### src/rtl/alu_pkg.sv
// Shared ALU definitions: operand width, op-code type and constants.
package alu_pkg;

    localparam int ALU_WIDTH = 64;

    typedef logic [1:0] alu_op_t;

    localparam alu_op_t ALU_ADD = 2'b00;
    localparam alu_op_t ALU_SUB = 2'b01;
    localparam alu_op_t ALU_AND = 2'b10;
    localparam alu_op_t ALU_XOR = 2'b11;

    // Only the arithmetic ops produce meaningful carry/overflow flags.
    function automatic logic op_has_flags(alu_op_t op);
        return (op == ALU_ADD) || (op == ALU_SUB);
    endfunction

endpackage

### src/rtl/alu_cmd_fifo.sv
// Synchronous FIFO for packed {a, b, op} commands, with full/empty flags and occupancy count.
module alu_cmd_fifo #(
    parameter int DW    = 130,
    parameter int DEPTH = 4
) (
    input  logic                   clk,
    input  logic                   rst,
    input  logic                   push,
    input  logic [DW-1:0]          wdata,
    input  logic                   pop,
    output logic [DW-1:0]          rdata,
    output logic                   full,
    output logic                   empty,
    output logic [$clog2(DEPTH):0] count
);

    localparam int AW = $clog2(DEPTH);

    logic [DW-1:0] mem [DEPTH];
    logic [AW-1:0] wr_ptr;
    logic [AW-1:0] rd_ptr;
    logic          do_push;
    logic          do_pop;

    assign full    = (count == (AW+1)'(DEPTH));
    assign empty   = (count == '0);
    assign do_push = push && !full;
    assign do_pop  = pop && !empty;
    assign rdata   = mem[rd_ptr];

    // NOTE: sequential state uses non-blocking assignments so every register samples pre-edge values.
    always_ff @(posedge clk or posedge rst) begin
        if (rst) begin
            wr_ptr <= '0;
            rd_ptr <= '0;
            count  <= '0;
        end else begin
            if (do_push) wr_ptr <= wr_ptr + AW'(1);
            if (do_pop)  rd_ptr <= rd_ptr + AW'(1);
            if (do_push && !do_pop)
                count <= count + (AW+1)'(1);
            else if (do_pop && !do_push)
                count <= count - (AW+1)'(1);
        end
    end

    // NOTE: the storage array is not reset; count alone decides which entries are valid.
    always_ff @(posedge clk) begin
        if (do_push) mem[wr_ptr] <= wdata;
    end

endmodule

### src/rtl/alu_cmd_queue.sv
// Command FIFO + issue stage feeding an external combinational ALU, with a registered result stage.
// Optional sticky carry/overflow flags are built when ALU_CMDQ_STICKY_EN is defined.
module alu_cmd_queue
    import alu_pkg::*;
#(
    parameter int WIDTH = ALU_WIDTH,
    parameter int DEPTH = 4
) (
    input  logic                   clk,
    input  logic                   rst,
    input  logic                   in_valid,
    output logic                   in_ready,
    input  logic [WIDTH-1:0]       in_a,
    input  logic [WIDTH-1:0]       in_b,
    input  alu_op_t                in_op,
    output logic [WIDTH-1:0]       alu_a,
    output logic [WIDTH-1:0]       alu_b,
    output alu_op_t                alu_control,
    input  logic [WIDTH-1:0]       alu_result,
    input  logic                   alu_carry,
    input  logic                   alu_of,
    output logic                   out_valid,
    input  logic                   out_ready,
    output logic [WIDTH-1:0]       out_result,
    output logic                   out_carry,
    output logic                   out_of,
    output logic [$clog2(DEPTH):0] count
`ifdef ALU_CMDQ_STICKY_EN
    ,
    input  logic                   sticky_clr,
    output logic                   sticky_carry,
    output logic                   sticky_of
`endif
);

    localparam int DW = 2*WIDTH + 2;

    logic [DW-1:0]    head;
    logic [WIDTH-1:0] head_a;
    logic [WIDTH-1:0] head_b;
    alu_op_t          head_op;
    logic             full;
    logic             empty;
    logic             fire;
    logic             masked_carry;
    logic             masked_of;

    assign in_ready = !full;
    assign fire     = !empty && (!out_valid || out_ready);
    assign {head_a, head_b, head_op} = head;

    alu_cmd_fifo #(.DW(DW), .DEPTH(DEPTH)) u_fifo (
        .clk   (clk),
        .rst   (rst),
        .push  (in_valid && in_ready),
        .wdata ({in_a, in_b, in_op}),
        .pop   (fire),
        .rdata (head),
        .full  (full),
        .empty (empty),
        .count (count)
    );

    // NOTE: every always_comb output gets a default first, so no path can infer a latch.
    always_comb begin
        alu_a       = '0;
        alu_b       = '0;
        alu_control = ALU_ADD;
        if (!empty) begin
            alu_a       = head_a;
            alu_b       = head_b;
            alu_control = head_op;
        end
    end

    assign masked_carry = alu_carry && op_has_flags(alu_control);
    assign masked_of    = alu_of && op_has_flags(alu_control);

    always_ff @(posedge clk or posedge rst) begin
        if (rst) begin
            out_valid  <= 1'b0;
            out_result <= '0;
            out_carry  <= 1'b0;
            out_of     <= 1'b0;
        end else if (fire) begin
            out_valid  <= 1'b1;
            out_result <= alu_result;
            out_carry  <= masked_carry;
            out_of     <= masked_of;
        end else if (out_ready) begin
            out_valid  <= 1'b0;
        end
    end

`ifdef ALU_CMDQ_STICKY_EN
    // A set in the same cycle as a clear wins.
    always_ff @(posedge clk or posedge rst) begin
        if (rst) begin
            sticky_carry <= 1'b0;
            sticky_of    <= 1'b0;
        end else begin
            if (fire && masked_carry) sticky_carry <= 1'b1;
            else if (sticky_clr)      sticky_carry <= 1'b0;
            if (fire && masked_of)    sticky_of    <= 1'b1;
            else if (sticky_clr)      sticky_of    <= 1'b0;
        end
    end
`endif

endmodule
### config.mk
export PLATFORM = sky130hd
export DESIGN_NAME = alu_cmd_queue
export DESIGN_NICKNAME = d
export VERILOG_FILES = /design/src/rtl/alu_pkg.sv /design/src/rtl/alu_cmd_fifo.sv /design/src/rtl/alu_cmd_queue.sv
export SDC_FILE = /design/constraint.sdc
export NUM_CORES = 1
export LEC_CHECK = 0
export ABC_AREA = 0
export CORE_UTILIZATION = 53
export CTS_CLUSTER_DIAMETER = 120
export CTS_CLUSTER_SIZE = 24
export DETAILED_ROUTE_END_ITERATION = 6
export MAX_ROUTING_LAYER = met4
export PLACE_DENSITY = 0.8
export SKIP_CTS_REPAIR_TIMING = 1
export SYNTH_ARGS = -nofsm -noshare
export SYNTH_HDL_FRONTEND = slang
export SYNTH_HIERARCHICAL = 1
export SYNTH_SLANG_ARGS = --single-unit
### constraint.sdc
create_clock -name clk -period 4.8 [get_ports clk]
set_input_delay 0.72 -clock clk [delete_from_list [all_inputs] [get_ports clk]]
set_output_delay 0.72 -clock clk [all_outputs]
set_load 0.05 [all_outputs]
==> impl_metrics.ini <==
[yosys]
synth_cells = 1009
synth_area_per_cell_sq_um = 22.37
syn-num-nets = 1215
ys_seq_area_frac = 0.7738
netlist.area_leader.share = 0.6918
yosys_warnings = 6
yosysTopAreaCell = edfxtp_1
yosys-top-cells-area = edfxtp_1, mux4_2, dfrtp_1, nor2b_1, mux2_2
synth_cell_types = 23
syn-cell-area_sq_um = 22570
ys_ff_latch = 594

[floorplan]
coreArea_sq_um = 41950
io_pins = 401
fp-row-count = 75
initial_core_util = 0.5381
die_x_microns = 208.4
die_y_microns = 208.4
die_area_sq_um = 43420

[layout]
drive_gt1_frac = 0.1608
fin_cells = 1977
final_cell_mix = edfxtp_1, clkdlybuf4s50_1, nor2b_1, mux4_2, dfrtp_1
final_common_cell = edfxtp_1
final_nets = 1614
area_growth_pct = 24.52

[clock_tree]
path_clk_slew_ps = 90
insertion_delay_ps = 600
cts_tree = yes
cts.path.max_buffers = 3
clock-sinks = 594
cts_buffers = 28
cts_root_buf = clkbuf_16
cts_max_level = 1

[drt]
drc = 0
firstDrtPassIters = 5
finalWirelength_microns = 47090
avgViaCountPerCell = 5.561
ant_nets = 0
drtIter0Drc = 745
vias = 10994
wl_per_cell_microns = 23.82

[grt]
grt_pass1_vias = 11565
grt_pass1_wl_microns = 70990
antenna_found_initial = 8
grt_usage = 0.2243
grt_max_degree = 91
grt-ovfl-total = 0

[placed_design]
placedCellCount = 1917
post-place-ws_ps = 1308
gp_congestion = 0.7869
dp_hpwl_microns = 30230
port_buffers = 400

[power_and_ir_drop]
leakagePower_nw = 9.291
p_total_mw = 20.44
vdd_ir_drop_max_v = 0.0008011
power_density_nw_per_um2 = 727.4

[sta]
maxSlewViolCount = 0
tightestPinTransition_ps = 840.9
fmax_ghz = 0.2452
rsz0062_at_grt = no
period_needed_ps = 4078
fin_skew_ps = 30.41
slew-limit-headroom = 0.4394
finalSetupViolations = 0
hold_violations = 0
holdWs_ps = 471.6
period_share = 0.8495
setup_ws_ps = 722.2
tns_ps = 0

[setup_path]
required_ps = 4080
start_kind = register
startpoint = u_fifo/rd_ptr[0]
critPathCapture = alu_b[14]
r2r_slack_ps = 2230
reg2reg_depth = 10
crit_path_end_kind = output port
r2r-start = u_fifo/count[0]
slowest_stage = dfrtp_4
setup.worst_path.class = register to output port
slowest_delay_ps = 870
worstPathCellList = buf_4 > mux4_2 > nor2b_1 > clkdlybuf4s50_1
crit_arrival_ps = 3360
path_max_fanout = 30
rr_endpoint = u_fifo/count[2]

[run_status]
outcome = finished, final reports clean

[worst_hold_path]
hp-class = primary input to asynchronous set/reset pin

[job]
cap_violations = 0
through the flow:
step	utilization	instance area [sq um]
6_report	0.6701	28110
5_1_grt	0.6701	28110
4_1_cts	0.6696	28090
3_5_place_dp	0.6503	27280
3_3_place_gp	0.6503	27280
2_1_floorplan	-	22570
synth_stat cells (all sizes together):
master,n
buf,36
dfrtp,74
nor2b,134
fa,1
xor2,2
nand3b,1
edfxtp,520
inv,8
clkbuf,16
o21ai,1
and2,4
nor3b,1
mux4,130
nor2,1
nor3,1
ha,5
mux2,68
xnor2,4
nand2b,1
a21oi,1
logic make-up (layout without fill, tap and decap cells):
logic type      after synthesis  in the layout  share of synthesized area
fa+ha+maj                     6              6                   0.003658
compound gates                2              2                  0.0006096
buf+inv                      60            481                    0.01619
simple gates                143            143                    0.03980
other cells                   0              8                          0
flops                       594            594                     0.7738
mux                         198            198                     0.1636
xor+xnor                      6              6                   0.002328
layer usage:
| metal | global-route usage | share of wire | routed length [microns] | vias up |
|---|---|---|---|---|
| met5 | - | 0 | 0 | - |
| met2 | 0.3788 | 0.52 | 24560 | 358 |
| met4 | 0.05415 | 0.019 | 889 | 0 |
| met3 | 0.04906 | 0.065 | 3083 | 56 |
| li1 | - | - | - | 4823 |
| met1 | 0.2777 | 0.39 | 18550 | 5757 |
worst min-delay path by stage:
stage              startpoint          endpoint  slack, ps  cells past startpoint
6_report                  rst  u_fifo/wr_ptr[1]        470                      2
5_1_grt                   rst  u_fifo/wr_ptr[1]        480                      2
4_1_cts                   rst  u_fifo/wr_ptr[1]        480                      2
3_5_place_dp   out_result[16]    out_result[16]        470                      1
3_3_place_gp   out_result[22]    out_result[22]        470                      1
2_1_floorplan             rst   u_fifo/count[0]        520                      1
state kept, by name (all words and copies together), names as in the netlist:
| register | cells |
|---|---|
| u_fifo/mem | 520 |
| out_result | 64 |
| u_fifo/count | 3 |
| u_fifo/rd_ptr | 2 |
| u_fifo/wr_ptr | 2 |
| out_carry | 1 |
| out_of | 1 |
| out_valid | 1 |
power by group:
| group | switching (mW) | internal [mW] | total [mW] |
|---|---|---|---|
| clock network | 1.49 | 1.12 | 2.61 |
| logic | 6.58 | 3.90 | 10.5 |
| registers | 0.472 | 6.88 | 7.35 |
| total | 8.54 | 11.9 | 20.4 |
final cells by class:
| class | instances | area [sq um] |
|---|---|---|
| sequential | 594 | 17470 |
| fill | 2747 | 13840 |
| multi-input combinational | 355 | 4763 |
| timing repair buffer | 421 | 4337 |
| clock buffer | 50 | 783.3 |
| tap | 539 | 674.4 |
| inverter | 8 | 30.03 |
| clock inverter | 2 | 25.02 |
| antenna | 8 | 20.02 |
worst max-delay path, delay by kind of cell, from the launching register on:
family | cells | cell delay (ps)
buffers and inverters | 2 | 1150
flip-flops | 1 | 870
multiplexers | 1 | 580
AND/OR/NAND/NOR | 1 | 160
Note: power is estimated with default switching activity, not from simulation.
